**src/rtl/boothmul_pkg.sv**
```systemverilog
// -----------------------------------------------------------------------------
// boothmul_pkg
// Shared constants and types for the Booth multiplier:
//   DEFAULT_WIDTH : default operand width
//   booth_op_e    : radix-2 Booth recode encoding (NOP / ADD / SUB)
//   booth_recode  : maps a {current, previous} multiplier bit pair to an op
// -----------------------------------------------------------------------------
package boothmul_pkg;

    localparam int DEFAULT_WIDTH = 16;

    typedef enum logic [1:0] {
        BOOTH_NOP = 2'b00,
        BOOTH_ADD = 2'b01,
        BOOTH_SUB = 2'b10
    } booth_op_e;

    // pair = {mul[i], mul[i-1]}; 01 adds, 10 subtracts, 00/11 leave unchanged
    function automatic booth_op_e booth_recode(input logic [1:0] pair);
        booth_op_e op;
        case (pair)
            2'b01:   op = BOOTH_ADD;
            2'b10:   op = BOOTH_SUB;
            2'b00:   op = BOOTH_NOP;
            2'b11:   op = BOOTH_NOP;
            default: op = BOOTH_NOP;
        endcase
        return op;
    endfunction

endpackage

```
**src/rtl/boothmul_booth_stage.sv**
```systemverilog
// -----------------------------------------------------------------------------
// booth_stage
// One combinational radix-2 Booth step: recode, add/subtract, arithmetic shift.
// The working register is packed as {A[WIDTH:0], Q[WIDTH-1:0], q_prev}:
//   A      : (WIDTH+1)-bit signed partial accumulator (extra bit avoids overflow
//            when subtracting the most-negative multiplicand)
//   Q      : remaining multiplier bits, LSB is the current Booth bit
//   q_prev : previously examined multiplier bit (implicit 0 at start)
// Ports:
//   num_ext : input  [WIDTH:0]      sign-extended multiplicand
//   acc_in  : input  [2*WIDTH+1:0]  working register before this step
//   acc_out : output [2*WIDTH+1:0]  working register after add/sub and shift
// -----------------------------------------------------------------------------
module booth_stage
    import boothmul_pkg::*;
#(
    parameter int WIDTH = DEFAULT_WIDTH
) (
    input  logic [WIDTH:0]       num_ext,
    input  logic [2*WIDTH+1:0]   acc_in,
    output logic [2*WIDTH+1:0]   acc_out
);

    logic [WIDTH:0]   upper_s;
    logic [WIDTH:0]   sum_s;
    booth_op_e        op_s;

    assign upper_s = acc_in[2*WIDTH+1:WIDTH+1];
    assign op_s    = booth_recode(acc_in[1:0]);

    // Add or subtract the multiplicand into the upper accumulator half
    always_comb begin
        sum_s = upper_s;
        case (op_s)
            BOOTH_ADD: sum_s = upper_s + num_ext;
            BOOTH_SUB: sum_s = upper_s - num_ext;
            BOOTH_NOP: sum_s = upper_s;
            default:   sum_s = upper_s;
        endcase
    end

    // Arithmetic right shift of {sum, Q, q_prev}: q_prev drops out, sign replicates
    assign acc_out = {sum_s[WIDTH], sum_s, acc_in[WIDTH:1]};

endmodule

```
**src/rtl/boothmul.sv**
```systemverilog
// -----------------------------------------------------------------------------
// boothmul
// Single-cycle-latency signed multiplier using a fully unrolled chain of WIDTH
// radix-2 Booth stages followed by an output register. A new operand pair is
// accepted every clock; there is no handshake.
// Ports:
//   clk   : input               rising-edge clock
//   rst_n : input               asynchronous active-low reset, clears ans
//   num   : input  [WIDTH-1:0]  signed multiplicand
//   mul   : input  [WIDTH-1:0]  signed multiplier
//   ans   : output [2*WIDTH-1:0] registered signed product num*mul
// -----------------------------------------------------------------------------
module boothmul
    import boothmul_pkg::*;
#(
    parameter int WIDTH = DEFAULT_WIDTH
) (
    input  logic                 clk,
    input  logic                 rst_n,
    input  logic [WIDTH-1:0]     num,
    input  logic [WIDTH-1:0]     mul,
    output logic [2*WIDTH-1:0]   ans
);

    logic [WIDTH:0]       num_ext_s;
    logic [2*WIDTH+1:0]   chain_s [0:WIDTH];
    logic [2*WIDTH-1:0]   product_s;
    logic                 unused_chain_bits_s;

    assign num_ext_s = {num[WIDTH-1], num};

    // Start state: A = 0, Q = multiplier, implicit 0 below multiplier bit 0
    assign chain_s[0] = {{(WIDTH+1){1'b0}}, mul, 1'b0};

    genvar g;
    generate
        for (g = 0; g < WIDTH; g++) begin : g_stage
            booth_stage #(
                .WIDTH (WIDTH)
            ) u_stage (
                .num_ext (num_ext_s),
                .acc_in  (chain_s[g]),
                .acc_out (chain_s[g+1])
            );
        end
    endgenerate

    // Product is the low 2*WIDTH bits of {A, Q}; the top A bit is only a
    // redundant sign copy and the trailing bit is the last examined multiplier bit
    assign product_s           = chain_s[WIDTH][2*WIDTH:1];
    assign unused_chain_bits_s = chain_s[WIDTH][2*WIDTH+1] ^ chain_s[WIDTH][0];

    // Output register: cleared immediately on reset, otherwise captures the product
    always_ff @(posedge clk or negedge rst_n) begin
        if (!rst_n) begin
            ans <= {(2*WIDTH){1'b0}};
        end else begin
            ans <= product_s;
        end
    end

endmodule

```
**config.mk**
```make
export PLATFORM = sky130hd
export DESIGN_NAME = boothmul
export DESIGN_NICKNAME = d
export VERILOG_FILES = /design/src/rtl/boothmul_pkg.sv /design/src/rtl/boothmul_booth_stage.sv /design/src/rtl/boothmul.sv
export SDC_FILE = /design/constraint.sdc
export NUM_CORES = 1
export LEC_CHECK = 0
export ABC_AREA = 1
export ABC_CLOCK_PERIOD_IN_PS = 800
export BUFFER_PORTS_ARGS = -buffer_cell sky130_fd_sc_hd__buf_2
export CORE_MARGIN = 2
export CORE_UTILIZATION = 30
export DETAILED_ROUTE_END_ITERATION = 8
export PLACE_DENSITY_LB_ADDON = 0.3
export RECOVER_POWER = 100
export SKIP_CTS_REPAIR_TIMING = 1
export SLEW_MARGIN = 10
export SYNTH_ARGS = -nofsm -noshare
export SYNTH_HDL_FRONTEND = slang
export SYNTH_SLANG_ARGS = --single-unit
```
**constraint.sdc**
```tcl
create_clock -name clk -period 0.8 [get_ports clk]
set_input_delay 0.08 -clock clk [delete_from_list [all_inputs] [get_ports clk]]
set_output_delay 0.08 -clock clk [all_outputs]
set_load 0.1 [all_outputs]
```
Yosys cells after proc, flatten, opt, wreduce, memory -nomap -nowiden

Index checks and enable logic that the tools add are counted.
W data, S select, Z words.

Register bits: 32
Bits in latches: 0
Bits in writable memories: 0
Bits in read-only memories: 0
Input port bits: 34
Logic and storage cells: 172
Memories: 0

Add/sub/neg operators: 31
Multipliers: 0
Divide/modulo/power cells: 0
$lt $le $gt $ge: 0
Equality and inequality tests: 77
Shift operators: 0
Muxes and demuxes: 32
Bitwise logic cells: 0
Reductions and logical operators: 31

Operators by type and width:

| operator                | count |
|---|---|
| $pmux W17 S2            | 16 |
| $add A16 B16 Y17        | 15 |
| $sub A16 B16 Y17        | 15 |
| $eq A2 B2 Y1 const B    | 46 |
| $pmux W2 S3             | 15 |
| $eq A2 B1 Y1 const B    | 31 |
| $logic_not A2 Y1        | 16 |
| $reduce_or A2 Y1        | 15 |
| $sub A1 B16 Y17 const A | 1 |
| $pmux W2 S2             | 1 |

Depth between registers and ports, before layout

Depth after elaboration: 34
Gate-level depth with buffers: 149
Mapped depth without buffers: 145

Cells and area by module

From an unflattened synthesis, not the netlist that was laid out.

Cells, all modules: 4968
Area total of the unflattened synthesis: 27176.1 um^2

By module, submodules not included:

| module                                 | times used | cells an instance | area an instance (um^2) | seq. area each (um^2) |
|---|---|---|---|---|
| booth_stage at g_stage[10].u_stage ... | 10         | 310               | 1639.1                  | 0.0 |
| booth_stage at g_stage[8].u_stage ...  | 2          | 311               | 1696.6                  | 0.0 |
| booth_stage at g_stage[0].u_stage ...  | 2          | 302               | 1682.9                  | 0.0 |
| booth_stage at g_stage[14].u_stage     | 1          | 310               | 1626.6                  | 0.0 |
| booth_stage at g_stage[7].u_stage      | 1          | 299               | 1595.3                  | 0.0 |
| boothmul                               | 1          | 33                | 804.5                   | 800.8 |

Worst setup path after synthesis

Ideal clock, no wire load.

Path type: input -> register
Start point: in mul[0]
End point: reg ans[31]
Library setup time: 0.117 ns
Data arrival time: 17.072 ns
Required time: 0.683 ns
Setup slack: -16.389 ns
Cell stages on the path: 119
Cells stage by stage: buf_6 -> inv_8 -> clkbuf_1 -> ha_1 -> inv_1 -> buf_6 -> clkbuf_1 -> nand2_1 -> o21ai_0 -> ha_1 -> a21oi_1 -> nand2_1 -> or2_2 -> nand3_1 -> o21ai_0 -> ha_1 -> nand2_1 -> nor2_1 -> (+83 left out) -> nand2_1 -> xnor2_1 -> o21ai_0 -> ha_1 -> nand2_1 -> o21ai_0 -> a21oi_1 -> o21bai_1 -> a21oi_1 -> o21ai_0 -> a21oi_1 -> or2_2 -> nand3_2 -> nand2_1 -> nand2_1 -> nand3_1 -> nand2_1 -> nand2_1

RTL lines:

| what                   | line           | text |
|---|---|---|
| start: declaration     | boothmul.sv:21 | `input logic [WIDTH-1:0] mul,` |
| end signal: assignment | boothmul.sv:56 | `ans <= {(2*WIDTH){1'b0}};` |
| end signal: assignment | boothmul.sv:58 | `ans <= product_s;` |
| end: declaration       | boothmul.sv:22 | `output logic [2*WIDTH-1:0] ans` |

==> flow_metrics.py <==
metrics = {
    "cells_and_area": {
        "multiInputGateArea_um2": 20300,
        "syn_to_final_growth_pct": 60.1,
        "regMostFlops": "ans",
        "layout.nets": 4962,
        "regArea_um2": 840,
        "fillers": 6670,
        "layout_common_cells": "nand2_1, buf_4, inv_1",
        "largest_reg_flops": 32,
        "drive_gt1_share_pct": 40.8,
        "largestRegisters": "ans x32",
        "layout_commonest_cell": "nand2_1",
        "utilization_pct": 48.7,
        "diodes": 0,
    },
    "flow_run": {
        "max_cap_viol_count": 0,
    },
    "die": {
        "rows": 95,
        "dieArea_um2": 70300,
        "die_x_um": 265,
        "die_h_um": 265,
        "coreArea_um2": 67300,
        "floorplan.initialDensity_pct": 30.4,
        "num_io_pins": 66,
    },
    "worst_setup_path": {
        "critPathMaxFanout": 4,
        "crit_family": "compound AO/OA/AOI/OAI gates",
        "critical_path.max_stage_delay_ns": 0.35,
        "crit_path_end_kind": "register",
        "setup.worst_path.start_class": "input port",
        "cp.required_ns": 0.99,
        "critPathKind": "input port to register",
        "crit_arrival_ns": 16.95,
        "critical_path.slowest_cell": "ha_1",
        "path_buf_inv": 14,
    },
    "synth": {
        "ys_ff_latch": 32,
        "ys_types": 52,
        "synth-edff-count": 0,
        "ys_async_sr_fraction_pct": 100,
        "netlist_area_um2": 20500,
        "synthCells": 3696,
        "synthFlopType": "dfrtp_1",
        "syn_area_per_cell_um2": 5.53,
        "synth_nets": 3994,
        "yosys_warnings": 0,
        "ys_seq_area_share_pct": 3.92,
    },
    "detailed_routing": {
        "via_count": 26900,
        "antenna_left": 0,
        "drtIter0Drc": 1278,
        "routed_wl_um": 78700,
        "viasPerCell": 4.85,
        "routedWlPerCell_um": 14.2,
        "drt-pass1-iter-count": 5,
        "drc": 0,
    },
    "min_path": {
        "hold_class": "input port to register",
    },
    "timing": {
        "fmax_mhz": 59.7,
        "setup_viol": 63,
        "layout_setup_ws_ns": -15.96,
        "rsz0062_at_grt": "yes",
        "period_share_pct": 2100,
        "period_needed_ns": 16.76,
        "hold_viol_final": 0,
        "relSlewSlack_pct": 62.0,
        "max_slew.worst_pin.slew_ns": 0.564,
        "slew_violations": 0,
    },
    "placed_design": {
        "place_ws_ns": -16.81,
        "place.gp.congestion": 0.903,
        "portBuffers": 65,
        "hpwl_um": 61500,
    },
    "clock_tree": {
        "cts_buffers": 5,
        "cts-root-buf": "clkbuf_16",
        "max-clock-path-buffers": 2,
        "path_clk_slew_ns": 0.06,
        "cts-htree-levels": 2,
        "cts.sinks": 32,
        "cts_tree": "done",
    },
    "run_status": {
        "status": "finished, violations left",
        "violations": "negative setup slack",
    },
    "global_routing": {
        "grt_max_degree": 33,
        "grt_pass1_vias": 24300,
        "grtUsageTotal_pct": 20.6,
        "grt_overflow_total": 0,
        "antenna_found_initial": 5,
        "grt_pass1_wl_um": 119000,
    },
}
[synthesized netlist by cell type, types with 10 or more instances]
cell / number / area (um2)
a21oi_1: 224 / 1120
buf_1: 18 / 67.6
buf_2: 10 / 50.1
buf_4: 18 / 135
clkbuf_1: 72 / 270
dfrtp_1: 32 / 801
fa_1: 15 / 300
ha_1: 249 / 3120
inv_1: 424 / 1590
inv_2: 17 / 63.8
mux2i_1: 18 / 180
nand2_1: 1136 / 4260
nand2_2: 137 / 857
nand2_4: 14 / 158
nand3_1: 298 / 1490
nand3_2: 45 / 450
nand3b_1: 26 / 195
nand4_1: 15 / 93.8
nor2_1: 240 / 901
nor2_2: 15 / 93.8
nor3_1: 21 / 105
o21ai_0: 372 / 1860
o21ai_1: 13 / 65.1
o21bai_1: 28 / 210
o31ai_1: 55 / 413
or2_2: 11 / 68.8
xnor2_1: 44 / 385
xor2_1: 61 / 534
[stage by stage]
stage          setup TNS, ns  area [um2]  hold WS, ns  cells
2_1_floorplan        -316.64       21000       -0.216   3696
6_report             -340.41       32700        0.268   5538
5_1_grt              -360.41       32700        0.275   5538
4_1_cts              -354.71       29500       -0.255   5459
3_3_place_gp         -351.07       29300       0.0552   5451
3_5_place_dp         -357.51       29300       0.0510   5451
[logic make-up after synthesis]
family	share of synthesized area (%)
simple gates	43.3
compound gates	18.9
xor+xnor	4.74
fa+ha+maj	16.7
buf+inv	11.6
mux	0.881
flops	3.92
[area by class of cell]
type                       instances  area share [%]
tap                              873            3.34
inverter                         451            5.30
timing repair buffer            1093            26.4
multi-input combinational       3081            61.9
clock buffer                       5           0.382
sequential                        32            2.56
clock inverter                     3           0.130
[routing by layer]
metal	global-route usage, %	wire length [um]	up-vias
met2	37.1	38600	457
met5	0	15	-
li1	-	-	14000
met4	4.55	1910	2
met3	1.70	3110	122
met1	26.5	35000	12200
[path summary, 6_finish.rpt]
| check | start | to | cells after the start |
|---|---|---|---|
| min | mul[0] | ans[1]$_DFF_PN0_ | 5 |
| min in group asynchronous | rst_n | ans[28]$_DFF_PN0_ | 3 |
| max | num[1] | ans[31]$_DFF_PN0_ | 113 |
| max in group asynchronous | rst_n | ans[9]$_DFF_PN0_ | 3 |
Power is not shown: default switching activity piles up to over one toggle a cycle in this logic, so the estimate is an artifact.
